**config.mk**
```make
export PLATFORM = sky130hd
export DESIGN_NAME = mesh_term_sink
export DESIGN_NICKNAME = d
export VERILOG_FILES = /design/src/rtl/mesh_term_sink.sv
export SDC_FILE = /design/constraint.sdc
export NUM_CORES = 1
export LEC_CHECK = 0
export ABC_AREA = 0
export CAP_MARGIN = 20
export CORE_ASPECT_RATIO = 0.9
export CORE_UTILIZATION = 33
export CTS_CLUSTER_DIAMETER = 40
export CTS_CLUSTER_SIZE = 12
export DETAILED_ROUTE_END_ITERATION = 10
export GPL_ROUTABILITY_DRIVEN = 1
export GPL_TIMING_DRIVEN = 0
export PLACE_DENSITY_LB_ADDON = 0.08
export RECOVER_POWER = 50
export SETUP_SLACK_MARGIN = 0.1
export SLEW_MARGIN = 15
export SYNTH_ARGS = -nofsm -noshare
export SYNTH_HDL_FRONTEND = slang
export SYNTH_SLANG_ARGS = --single-unit
export TNS_END_PERCENT = 10
```
**constraint.sdc**
```tcl
create_clock -name clk -period 3.9 [get_ports clk]
set_input_delay 0.78 -clock clk [delete_from_list [all_inputs] [get_ports clk]]
set_output_delay 0.78 -clock clk [all_outputs]
set_load 0.01 [all_outputs]
```
**src/rtl/mesh_term_sink.sv**
```systemverilog
// Terminal receive stage for one mesh port: drains the mesh FIFO with a pop pulse,
// filters packets by destination, buffers them in a local FWFT FIFO and counts traffic.
module mesh_term_sink #(
  parameter int unsigned pckg_sz    = 16,
  parameter int unsigned fifo_depth = 8,
  parameter logic [7:0]  bdcst      = 8'hFF,
  parameter logic [3:0]  ROW_ID     = 4'd0,
  parameter logic [3:0]  COL_ID     = 4'd0,
  parameter int unsigned CNT_W      = 16
) (
  input  logic               clk,
  input  logic               reset,
  input  logic               pndng,
  input  logic [pckg_sz-1:0] data_out,
  output logic               pop,
  output logic [pckg_sz-1:0] o_data,
  output logic               o_valid,
  input  logic               o_ready,
  output logic [CNT_W-1:0]   rx_cnt,
  output logic [CNT_W-1:0]   bcst_cnt,
  output logic [CNT_W-1:0]   err_cnt,
  output logic               err,
  input  logic               clr_cnt
);

  localparam int unsigned AW = $clog2(fifo_depth);
  localparam int unsigned CW = AW + 1;

  typedef enum logic [1:0] {
    S_IDLE = 2'd0,
    S_POP  = 2'd1,
    S_GAP  = 2'd2
  } state_t;

  state_t             r_state;
  state_t             w_state_nxt;
  logic               r_pop;
  logic               w_pop_nxt;

  logic [pckg_sz-1:0] r_mem [fifo_depth];
  logic [AW-1:0]      r_wr_ptr;
  logic [AW-1:0]      r_rd_ptr;
  logic [CW-1:0]      r_count;

  logic [CNT_W-1:0]   r_rx_cnt;
  logic [CNT_W-1:0]   r_bcst_cnt;
  logic [CNT_W-1:0]   r_err_cnt;
  logic               r_err;

  logic [7:0]         w_dest;
  logic               w_is_bcst;
  logic               w_is_match;
  logic               w_in_pop;
  logic               w_wr;
  logic               w_rd;
  logic               w_full;
  logic               w_ev_rx;
  logic               w_ev_bcst;
  logic               w_ev_err;

  // Destination classification of the mesh FIFO head; broadcast takes priority
  assign w_dest     = data_out[pckg_sz-1 -: 8];
  assign w_is_bcst  = (w_dest == bdcst);
  assign w_is_match = !w_is_bcst && (w_dest[7:4] == ROW_ID) && (w_dest[3:0] == COL_ID);

  assign w_in_pop  = (r_state == S_POP);
  assign w_ev_rx   = w_in_pop && w_is_match;
  assign w_ev_bcst = w_in_pop && w_is_bcst;
  assign w_ev_err  = w_in_pop && !w_is_bcst && !w_is_match;
  assign w_wr      = w_ev_rx || w_ev_bcst;
  assign w_full    = (r_count == CW'(fifo_depth));
  assign w_rd      = o_valid && o_ready;

  // State register
  always_ff @(posedge clk or negedge reset) begin
    if (!reset) begin
      r_state <= S_IDLE;
      r_pop   <= 1'b0;
    end else begin
      r_state <= w_state_nxt;
      r_pop   <= w_pop_nxt;
    end
  end

  // Next state; pop is asserted for the cycle spent in POP only
  always_comb begin
    w_state_nxt = r_state;
    w_pop_nxt   = 1'b0;
    case (r_state)
      S_IDLE: begin
        if (pndng && !w_full) begin
          w_state_nxt = S_POP;
          w_pop_nxt   = 1'b1;
        end
      end
      S_POP:   w_state_nxt = S_GAP;
      S_GAP:   w_state_nxt = S_IDLE;
      default: w_state_nxt = S_IDLE;
    endcase
  end

  // Local FWFT buffer; full is only tested in IDLE so a single write is ever in flight
  always_ff @(posedge clk or negedge reset) begin
    if (!reset) begin
      for (int i = 0; i < int'(fifo_depth); i++) begin
        r_mem[i] <= '0;
      end
      r_wr_ptr <= '0;
      r_rd_ptr <= '0;
      r_count  <= '0;
    end else begin
      if (w_wr) begin
        r_mem[r_wr_ptr] <= data_out;
        r_wr_ptr        <= r_wr_ptr + AW'(1);
      end
      if (w_rd) begin
        r_rd_ptr <= r_rd_ptr + AW'(1);
      end
      case ({w_wr, w_rd})
        2'b10:   r_count <= r_count + CW'(1);
        2'b01:   r_count <= r_count - CW'(1);
        default: r_count <= r_count;
      endcase
    end
  end

  // Saturating counters; a coincident clear restarts the count from the current event
  always_ff @(posedge clk or negedge reset) begin
    if (!reset) begin
      r_rx_cnt   <= '0;
      r_bcst_cnt <= '0;
      r_err_cnt  <= '0;
      r_err      <= 1'b0;
    end else if (clr_cnt) begin
      r_rx_cnt   <= w_ev_rx   ? CNT_W'(1) : '0;
      r_bcst_cnt <= w_ev_bcst ? CNT_W'(1) : '0;
      r_err_cnt  <= w_ev_err  ? CNT_W'(1) : '0;
      r_err      <= w_ev_err;
    end else begin
      if (w_ev_rx && (r_rx_cnt != '1)) begin
        r_rx_cnt <= r_rx_cnt + CNT_W'(1);
      end
      if (w_ev_bcst && (r_bcst_cnt != '1)) begin
        r_bcst_cnt <= r_bcst_cnt + CNT_W'(1);
      end
      if (w_ev_err && (r_err_cnt != '1)) begin
        r_err_cnt <= r_err_cnt + CNT_W'(1);
      end
      if (w_ev_err) begin
        r_err <= 1'b1;
      end
    end
  end

  assign pop      = r_pop;
  assign o_data   = r_mem[r_rd_ptr];
  assign o_valid  = (r_count != '0);
  assign rx_cnt   = r_rx_cnt;
  assign bcst_cnt = r_bcst_cnt;
  assign err_cnt  = r_err_cnt;
  assign err      = r_err;

endmodule

```
==> results by group, run 1 <==
Finish
  • Antenna cells: 0
  • NumNets Final: 912
  • Share of layout cells above drive strength 1: 0.198
  • Footprint of the multi-input gates: 4090 sq um
  • Register area: 4750 sq um
  • Area grow syn2layout: 22.0%
  • Post-route cell area: 11000 sq um
  • Final core occ: 0.409
  • Non-Filler Instances: 1250
  • FILL cells: 2589

Clock tree
  • CTS Sinks: 190
  • CTS clk-pin slew, worst paths: roughly 0.070 ns
  • Cts hold-fix bufs: 0
  • Root Driver: clkbuf_16
  • CTS tree: done
  • CTS Buf Count: 17
  • Worst skew pair latency: 0.44 ns
  • H-tree levels: 4
  • Clock tree buffer depth: 2

Global route
  • Pin count of the biggest net entering global routing: 89
  • Overflow after GRT: 0
  • First-pass GRT wire length: 37.7 mm
  • Global Route Usage Sum: 0.176
  • Vias in the first global route: 6670
  • Initial antenna violation count: 0

Synth
  • EDFF count, synth: 0
  • Syn Std Cell Area: about 9000 sq um
  • Avg Inst Size Synth: 11.7 sq um
  • Yosys cell types: 54
  • Post-synth top area share: 0.526
  • Commonest cells in the netlist: 190 x dfrtp_1, 165 x nand2_1, 76 x mux2_2
  • Syn Nets: between 800 and 900
  • Most area-hungry cell type in the Yosys netlist: dfrtp_1
  • Synthesis Warnings: 0
  • Flops & latches, synth: 190
  • Count leader, synth: dfrtp_1
  • Main synth FF type: dfrtp_1
  • Seq/Total Area, Yosys: 0.526
  • Synth area leaders: dfrtp_1 53%, mux2_2 9.5%, mux4_2 8.0%
  • Asr flop ratio synth: 1.00
  • Mapped Cells: 774

Critical path
  • Slowest CP cell: clkbuf_1
  • CP Capture Type: output port
  • Flop2flop setup slack: about 1.3 ns
  • WP data arrival: 2.90 ns
  • Path depth of the worst reg2reg path: 10
  • WP data required: 3.12 ns
  • Crit path largest cell delay: about 0.64 ns
  • R2R Path End: r_count[2]
  • WS Path Type: reg -> out
  • Crit path launch type: flip-flop
  • R2r startpoint: r_count[2]
  • Crit path max fanout: 10
  • Cells along the critical path: buf_1 -> clkbuf_1 -> mux4_2 -> mux2_2 -> clkdlybuf4s50_1

Floorplan
  • Ports: 88
  • Area of the core: 27000 sq um
  • Initial Util: 0.335
  • Die width: 176 microns
  • Rows: 57
  • Die Ht: ~160 microns
  • Die area: around 28000 sq um

Detailed routing
  • Routed via count: 6439
  • Drt first pass iters: 5
  • Wirelength per Cell: around 19 microns
  • Initial DRC Count: 404
  • DR vias/cell: roughly 5
  • DRC errors left: 0
  • Antenna Violating Nets Remaining: 0
  • WL final: 23.2 mm

Placement
  • Placed cell count: 1218
  • Routability cong.: 0.792
  • Placed Instance Area: 10400 sq um
  • Placed wire-length estimate: between 15 and 20 mm
  • Input/output buffers: 87

Worst hold path
  • Worst hold stages: 2
  • Hold Startpoint: r_mem[26]
  • Worst Hold Path EP: r_mem[26]
  • Worst Hold Class: reg -> reg

Power
  • Design Power: 4820 uW
  • Leak Pwr: 0.00517 uW
  • Power density over the cells: 437 nW/um^2
  • VDD IR max: 281 uV

Run status
  • Failing checks: max-capacitance violations, max-slew violations
  • Status: finished with violations

Timing
  • Final Cycle Share: 0.943
  • Fmax: 272 MHz
  • Fin. Hold Viols: 0
  • Setup_tns: 0 ns
  • Setup Skew: 0.0170 ns
  • Worst slew pin tran: 2.54 ns
  • Setup-failing EPs final: 0
  • Slew margin rel.: -0.692
  • RSZ-0062 raised after global routing: true
  • Tmin final: 3.68 ns
  • Slew Limit Fails: 44

Run
  • Max cap viols: 1
-- area by class of cell --
class                   instances  share of cell area
well taps                     354              0.0402
multi-input cells             537               0.371
repair buffers                 90              0.0829
inverters                      10             0.00340
flip-flops and latches        190               0.431
clock inverters                15              0.0177
plain buffers                  37              0.0151
clock buffers                  17              0.0386
-- report_power, final --
part           leakage (uW)  internal [uW]  switching (uW)  total (uW)
Combinational       0.00224            365             512         877
Sequential          0.00263           2050            72.1        2120
Clock              0.000302            931             886        1820
-- cells in the final DEF (no fill, tap or decap), types with 6 or more instances in the layout --
cell	synthesis	layout
nor3_1	7	7
clkbuf_16	0	17
or4_1	12	12
o2111ai_2	6	6
inv_1	8	9
mux4_2	32	32
o31ai_1	8	8
clkbuf_1	25	26
buf_2	6	6
xor2_1	9	9
dlygate4sd3_1	0	27
and3_1	8	8
mux2_2	76	76
mux2_4	10	10
clkdlybuf4s50_1	0	59
ha_1	8	8
nor2_1	36	36
or3_1	7	7
nand4_1	14	14
nand2_1	165	165
nand3_1	17	17
xnor2_1	22	22
nor4_1	11	11
a21oi_1	21	22
nor2b_1	10	10
o21ai_0	9	9
dfrtp_1	190	190
and4_1	6	6
-- layer usage --
metal,wire (microns),vias up,part of all wire,global-route usage
met1,11300,3303,0.49,0.256
met2,10900,122,0.47,0.266
li1,-,2992,-,-
met4,334,0,0.014,0.0474
met5,0,-,0,0
met3,733,22,0.032,0.0330
-- worst max-delay path by stage --
| stage | startpoint | to | slack, ns | depth (start not counted) |
|---|---|---|---|---|
| 2_1_floorplan | r_rd_ptr[0] | o_data[5] | 1.12 | 4 |
| 3_3_place_gp | reset | bcst_cnt[5] | -5.85 | 1 |
| 3_5_place_dp | r_rd_ptr[0] | o_data[11] | 0.11 | 5 |
| 4_1_cts | r_rd_ptr[0] | o_data[10] | 0.03 | 5 |
| 5_1_grt | r_rd_ptr[0] | o_data[11] | 0.08 | 5 |
| 6_report | r_rd_ptr[1] | o_data[15] | 0.22 | 5 |
-- state kept, by name (all words and copies together), names as in the netlist --
| name | cells |
|---|---|
| bcst_cnt | 16 |
| err | 1 |
| err_cnt | 16 |
| pop | 1 |
| r_count | 4 |
| r_mem | 128 |
| r_rd_ptr | 3 |
| r_state | 2 |
| r_wr_ptr | 3 |
| rx_cnt | 16 |
-- critical path: cells and delay by family (launching register included) --
kind	cells	cell delay, ns
flip-flops	1	0.36
multiplexers	2	0.70
buffers and inverters	3	1.42
-- per-stage QoR --
stage,hold slack (ns),setup WS [ns]
6_report,0.476,0.222
5_1_grt,0.503,0.0848
4_1_cts,0.221,0.0310
3_5_place_dp,0.461,0.107
3_3_place_gp,0.453,-5.85
2_1_floorplan,0.440,1.12
-- kinds of logic after synthesis --
| group | share of synthesized area |
|---|---|
| AOI/OAI and AO/OA | 0.0554 |
| muxes | 0.193 |
| and+or+nand+nor | 0.163 |
| DFF | 0.526 |
| buffers and inverters | 0.0212 |
| xor gates and xnor gates | 0.0300 |
| adders and majority gates | 0.0111 |
-- timing repair --
item                       CTS  global route
gates resized for setup     11             7
buffers inserted             0             0
gates cloned                 0             0
setup endpoints to repair   16            16
pin swaps                    0             0
No activity file was read; power rests on OpenSTA's default activity.
==> run 2, diff against run 1 <==
--- a/config.mk
+++ b/config.mk
@@ -14,8 +14,8 @@
 export DETAILED_ROUTE_END_ITERATION = 10
 export GPL_ROUTABILITY_DRIVEN = 1
 export GPL_TIMING_DRIVEN = 0
-export PLACE_DENSITY_LB_ADDON = 0.08
 export RECOVER_POWER = 50
+export REMOVE_ABC_BUFFERS = 1
 export SETUP_SLACK_MARGIN = 0.1
 export SLEW_MARGIN = 15
 export SYNTH_ARGS = -nofsm -noshare
==> run 2 against run 1 <==
Against the previous run: the flow still finishes with violations (max-capacitance violations, max-slew violations); critical endpoint is now o_data[10]; highest routed layer unchanged; critical path depth fell by 2; design area shrank 0.79%; core utilization decreased by 0.32 points; via count is 4.4% lower.
==> results by group, run 2 (synthesis results as in run 1) <==
Run status
  • Status: finished with violations (unchanged)
  • Failing checks: max-capacitance violations, max-slew violations (unchanged)

Clock tree
  • CTS Sinks: 190 (unchanged)
  • Worst skew pair latency: 0.43 ns (was 0.44 ns)
  • CTS Buf Count: 17 (unchanged)
  • # Post-CTS Setup Buffers: 0 (unchanged)
  • Post-CTS sizing: 0 (was 11)
  • Cts hold-fix bufs: 0 (unchanged)
  • Root Driver: clkbuf_16 (unchanged)
  • H-tree levels: 4 (unchanged)
  • CTS clk-pin slew, worst paths: 0.07 ns (about the same)
  • CTS tree: done (unchanged)
  • Clock tree buffer depth: 2 (unchanged)

Run
  • Max cap viols: 1 (unchanged)

Critical path
  • WP data required: 3.12 ns (about the same)
  • Crit path launch type: flip-flop (unchanged)
  • WS Path Type: reg -> out (unchanged)
  • Crit path largest cell delay: 0.89 ns (was 0.64 ns)
  • Cells along the critical path: mux4_2 -> mux2_2 -> clkdlybuf4s50_1 (was buf_1 -> clkbuf_1 -> mux4_2 -> mux2_2 -> clkdlybuf4s50_1)
  • WP data arrival: 2.73 ns (was 2.90 ns)
  • Slowest CP cell: dfrtp_4 (was clkbuf_1)
  • Crit path max fanout: 34 (was 10)
  • Path depth of the worst reg2reg path: 5 (was 10)
  • CP Capture Type: output port (unchanged)

Power
  • Leak Pwr: 0.00513 uW (was 0.00517 uW)
  • Power density over the cells: 432 nW/um^2 (was 437 nW/um^2)
  • VDD IR max: 289 uV (was 281 uV)

Global route
  • First-pass GRT wire length: 33.9 mm (was 37.7 mm)
  • GR Util met3: 0.0294 (was 0.0330)
  • Pin count of the biggest net entering global routing: 98 (was 89)
  • Met1 Usage GRT: 0.214 (was 0.256)
  • Initial antenna violation count: 0 (unchanged)
  • Global Route Usage Sum: 0.154 (was 0.176)
  • Vias in the first global route: 6248 (was 6670)
  • Global route hottest layer: met2 (unchanged)
  • Grt met2 use: 0.248 (was 0.266)
  • Overflow after GRT: 0 (unchanged)

Detailed routing
  • DRC errors left: 0 (unchanged)
  • Routed via count: 6155 (was 6439)
  • Drt first pass iters: 4 (was 5)
  • DR vias/cell: 5.05 (was 5.15)
  • Wirelength per Cell: 16.8 microns (was 18.6 microns)
  • WL final: 20.5 mm (was 23.2 mm)
  • Initial DRC Count: 398 (was 404)
  • Antenna Violating Nets Remaining: 0 (unchanged)

Worst hold path
  • Worst Hold Class: reg -> reg (unchanged)
  • Worst hold stages: 2 (unchanged)

Timing
  • Worst slew pin tran: 2.46 ns (was 2.54 ns)
  • Slew margin rel.: -0.638 (was -0.692)
  • Final Cycle Share: 0.900 (was 0.943)
  • Slew Limit Fails: 94 (was 44)
  • Fmax: 285 MHz (was 272 MHz)
  • Setup-failing EPs final: 0 (unchanged)
  • Setup Skew: 0.0152 ns (was 0.0170 ns)
  • RSZ-0062 raised after global routing: false (was true)
  • Tmin final: 3.51 ns (was 3.68 ns)
  • Fin. Hold Viols: 0 (unchanged)

Finish
  • Share of layout cells above drive strength 1: 0.205 (was 0.198)
  • FILL cells: 2631 (was 2589)
  • Register area: 4760 sq um (was 4750 sq um)
  • Final core occ: 0.406 (was 0.409)
  • Antenna cells: 0 (unchanged)
  • Footprint of the multi-input gates: 4110 sq um (was 4090 sq um)
  • Largest register FFs: 128 (unchanged)
  • Area grow syn2layout: 21.1% (was 22.0%)
  • NumNets Final: 880 (was 912)
  • Non-Filler Instances: 1218 (was 1250)
  • Commonest non-fill, non-tap cell in the layout: dfrtp_1 (unchanged)
  • Most frequent cells in the layout: 188 x dfrtp_1, 165 x nand2_1, 76 x mux2_2 (was 190 x dfrtp_1, 165 x nand2_1, 76 x mux2_2)
  • Biggest register: r_mem (unchanged)

Placement
  • Placed cell count: 1182 (was 1218)
  • Placed wire-length estimate: 13.3 mm (was 16.1 mm)
  • Routability cong.: 0.743 (was 0.792)
  • Input/output buffers: 87 (unchanged)

Floorplan
  • Area of the core: 27000 sq um (unchanged)
  • Rows: 57 (unchanged)
  • Initial Util: 0.335 (unchanged)
  • Die width: 176 microns (unchanged)
  • Die area: 28100 sq um (unchanged)
  • Ports: 88 (unchanged)
  • Die Ht: 159 microns (unchanged)
-- run 2: cell count changes in the layout (fill, tap and decap cells not counted), moves of 2 or more --
cell | before | now
clkdlybuf4s50_1 | 59 | 57
dfrtp_1 | 190 | 188
buf_2 | 6 | 1
buf_12 | 0 | 2
clkinvlp_4 | 0 | 4
clkbuf_4 | 3 | 0
clkbuf_8 | 0 | 4
clkbuf_1 | 26 | 0
inv_8 | 5 | 0
clkinv_8 | 4 | 0
clkinv_4 | 4 | 2
buf_4 | 0 | 2
-- run 2: cell type report --
cell class | instances | area share
flip-flops and latches | 190 | 0.435
multi-input cells | 537 | 0.376
repair buffers | 95 | 0.0897
clock buffers | 21 | 0.0439
well taps | 354 | 0.0405
clock inverters | 11 | 0.0119
inverters | 10 | 0.00343
-- run 2: power breakdown --
part	internal [uW]	leakage (uW)	switching (uW)
combinational	346	0.00221	290
clock	1020	0.000288	772
sequential	2050	0.00263	242
-- run 2: path summary, 6_finish.rpt --
path / start / to / slack [ns]
setup / recovery: r_rd_ptr[0] / o_data[10] / 0.39
setup reg to reg: r_state[1] / err_cnt[13] / 1.24
hold reg to reg: r_mem[75] / r_mem[75] / 0.47
max in group asynchronous: reset / r_rd_ptr[0] / 1.05
min in group asynchronous: reset / bcst_cnt[7] / 1.10
hold / removal: r_mem[75] / r_mem[75] / 0.47
-- run 2: critical path: cells and delay by family, from the launching register on --
family	cells	cell delay (ns)
flops	1	0.89
mux	2	0.92
buf+inv	1	0.49
-- run 2: per-stage QoR --
step	TNS, ns	hold WS, ns	worst slack (ns)	cell area, sq um	power (uW)
after floorplan	0	0.440	0.764	8880	2680
after global placement	-1185.52	0.453	-6.24	10200	2970
after detailed placement	0	0.460	0.102	10300	3000
after CTS	0	0.401	0.319	10900	4800
after global routing	0	0.491	0.232	10900	4940
final	0	0.472	0.390	10900	4720
-- run 2: routing by layer --
layer,vias up,share of wire
li1,2934,-
met1,3127,0.47
met5,-,0
met4,0,0.0085
met2,83,0.49
met3,11,0.033
==> run 3, diff against run 2 <==
--- a/config.mk
+++ b/config.mk
@@ -7,7 +7,7 @@
 export LEC_CHECK = 0
 export ABC_AREA = 0
 export CAP_MARGIN = 20
-export CORE_ASPECT_RATIO = 0.9
+export CORE_ASPECT_RATIO = 1.5
 export CORE_UTILIZATION = 33
 export CTS_CLUSTER_DIAMETER = 40
 export CTS_CLUSTER_SIZE = 12
==> run 3 against run 2 <==
Against the previous run: the run still ends with max-capacitance violations, max-slew violations left; hold slack gained 0.0014 ns; clock power is essentially flat; clock skew shrank 0.0067 ns; core utilization grew 0.53 points; design area grew 0.23%; register-to-register slack is essentially flat; non-clock buffer count grew 1; fmax shrank 0.55%; sequential cell count is the same; combinational power is essentially flat; clock-buffer cell count shrank 3; critical endpoint is now o_data[12].
==> results by group, run 3 (synthesis results as in run 1) <==
Run status
  • Status: finished with violations (unchanged)
  • Failing checks: max-capacitance violations, max-slew violations (unchanged)

Timing
  • Slew margin rel.: -0.619 (was -0.638)
  • Setup_tns: 0 ns (unchanged)
  • Setup Skew: 0.00852 ns (was 0.0152 ns)
  • RSZ-0062 raised after global routing: false (unchanged)
  • Fmax: 283 MHz (was 285 MHz)
  • Final Cycle Share: 0.905 (was 0.900)
  • Fin. Hold Viols: 0 (unchanged)
  • Slew Limit Fails: 93 (was 94)
  • Tmin final: 3.53 ns (was 3.51 ns)
  • Worst slew pin tran: 2.43 ns (was 2.46 ns)
  • Setup-failing EPs final: 0 (unchanged)

Detailed routing
  • Routed via count: 6232 (was 6155)
  • Antenna Violating Nets Remaining: 0 (unchanged)
  • Initial DRC Count: 323 (was 398)
  • WL final: 20.8 mm (was 20.5 mm)
  • Wirelength per Cell: 17.3 microns (was 16.8 microns)
  • DRC errors left: 0 (unchanged)
  • DR vias/cell: 5.18 (was 5.05)
  • Drt first pass iters: 4 (unchanged)

Critical path
  • Flop2flop setup slack: 1.24 ns (about the same)
  • Crit path launch type: flip-flop (unchanged)
  • WP data arrival: 2.75 ns (was 2.73 ns)
  • Cells along the critical path: mux4_2 -> mux2_2 -> clkdlybuf4s50_1 (unchanged)
  • Slowest CP cell: dfrtp_4 (unchanged)
  • WP buf/inv: 1 (unchanged)
  • WP data required: 3.12 ns (about the same)
  • CP Capture Type: output port (unchanged)
  • Crit path max fanout: 34 (unchanged)
  • Crit path max-delay family: multiplexers (unchanged)
  • WS Path Type: reg -> out (unchanged)
  • Crit path largest cell delay: 0.90 ns (was 0.89 ns)

Power
  • Leak Pwr: 0.00514 uW (was 0.00513 uW)
  • Design Power: 4760 uW (was 4720 uW)
  • Part of the power in registers: 0.483 (was 0.486)
  • Power density over the cells: 434 nW/um^2 (was 432 nW/um^2)
  • Combinational Power Share: 0.133 (was 0.135)
  • Internal power: 3440 uW (was 3420 uW)
  • Psw: 1320 uW (was 1300 uW)
  • VDD IR max: 315 uV (was 289 uV)
  • Switching part of the total: 0.278 (was 0.276)
  • Clock share of power: 0.383 (was 0.379)

Clock tree
  • # Post-CTS Setup Buffers: 0 (unchanged)
  • H-tree levels: 4 (unchanged)
  • CTS Sinks: 190 (unchanged)
  • CTS tree: done (unchanged)
  • Post-CTS sizing: 0 (unchanged)
  • Cts hold-fix bufs: 0 (unchanged)
  • Root Driver: clkbuf_16 (unchanged)
  • Clock tree buffer depth: 2 (unchanged)
  • CTS clk-pin slew, worst paths: 0.07 ns (about the same)
  • CTS Buf Count: 17 (unchanged)
  • Worst skew pair latency: 0.43 ns (about the same)

Placement
  • Placed wire-length estimate: 13.7 mm (was 13.3 mm)
  • Routability cong.: 0.733 (was 0.743)
  • Input/output buffers: 87 (unchanged)

Finish
  • Area grow syn2layout: 21.3% (was 21.1%)
  • FILL cells: 2566 (was 2631)
  • Biggest register: r_mem (unchanged)
  • NumNets Final: 881 (was 880)
  • Final core occ: 0.411 (was 0.406)
  • Share of layout cells above drive strength 1: 0.206 (was 0.205)
  • Largest register FFs: 128 (unchanged)
  • Most frequent cells in the layout: 188 x dfrtp_1, 165 x nand2_1, 76 x mux2_2 (unchanged)
  • Commonest non-fill, non-tap cell in the layout: dfrtp_1 (unchanged)

Floorplan
  • Initial Util: 0.339 (was 0.335)
  • Ports: 88 (unchanged)
  • Die width: 137 microns (was 176 microns)
  • Rows: 73 (was 57)
  • Die area: 28100 sq um (about the same)
  • Die Ht: 205 microns (was 159 microns)
  • Area of the core: 26700 sq um (was 27000 sq um)

Worst hold path
  • Worst Hold Class: reg -> reg (unchanged)

Global route
  • First-pass GRT wire length: 33.8 mm (was 33.9 mm)
  • Vias in the first global route: 6201 (was 6248)
  • Pin count of the biggest net entering global routing: 99 (was 98)
  • Global Route Usage Sum: 0.157 (was 0.154)
  • Initial antenna violation count: 1 (was 0)
  • Overflow after GRT: 0 (unchanged)

Run
  • Max cap viols: 1 (unchanged)
## run 3: worst register-to-register path, delay by kind of cell (launching register included)
kind | cells | cell delay [ns]
buffers and inverters | 1 | 0.41
multiplexers | 1 | 0.37
flip-flops | 1 | 0.37
AND/OR/NAND/NOR | 3 | 1.41
## run 3: stage by stage
stage | cells | setup slack [ns] | instance area [sq um] | hold WS (ns)
detailed placement | 1167 | 0.0125 | 10300 | 0.459
finish | 1203 | 0.371 | 11000 | 0.473
CTS | 1199 | 0.310 | 10900 | 0.370
global placement | 1161 | -6.13 | 10200 | 0.454
global route | 1203 | 0.229 | 11000 | 0.493
floorplan | 737 | 0.764 | 8880 | 0.440
## run 3: layout make-up
class / count / area, sq um / share of cell area
flip-flops and latches: 190 / 4760 / 0.434
multi-input cells: 537 / 4110 / 0.375
repair buffers: 96 / 1010 / 0.0922
clock buffers: 18 / 439 / 0.0400
well taps: 337 / 422 / 0.0384
clock inverters: 14 / 185 / 0.0169
inverters: 10 / 37.5 / 0.00342
diodes: 1 / 2.50 / 0.000228
## run 3: worst paths after layout
kind	from	endpoint	cells past startpoint
worst max register to register	r_state[1]	err_cnt[13]	5
worst max-delay path	r_rd_ptr[0]	o_data[12]	3
min in group asynchronous	reset	rx_cnt[3]	1
worst min register to register	r_mem[61]	r_mem[61]	2
worst min-delay path	r_mem[61]	r_mem[61]	2
max in group asynchronous	reset	r_rd_ptr[1]	1
## run 3: power by group through the flow
stage / clock [uW] / sequential (uW) / combinational (uW)
floorplan: 0 / 2290 / 390
detailed placement: 0 / 2350 / 655
global placement: 0 / 2400 / 581
CTS: 1880 / 2310 / 658
finish: 1820 / 2300 / 634
global route: 1950 / 2340 / 698
## run 3: layer usage
layer,routed length (microns),GRT usage,up-vias
met3,778,0.0309,17
met1,9020,0.201,3178
met5,0,0,-
met2,10700,0.267,113
li1,-,-,2924
met4,248,0.0455,0
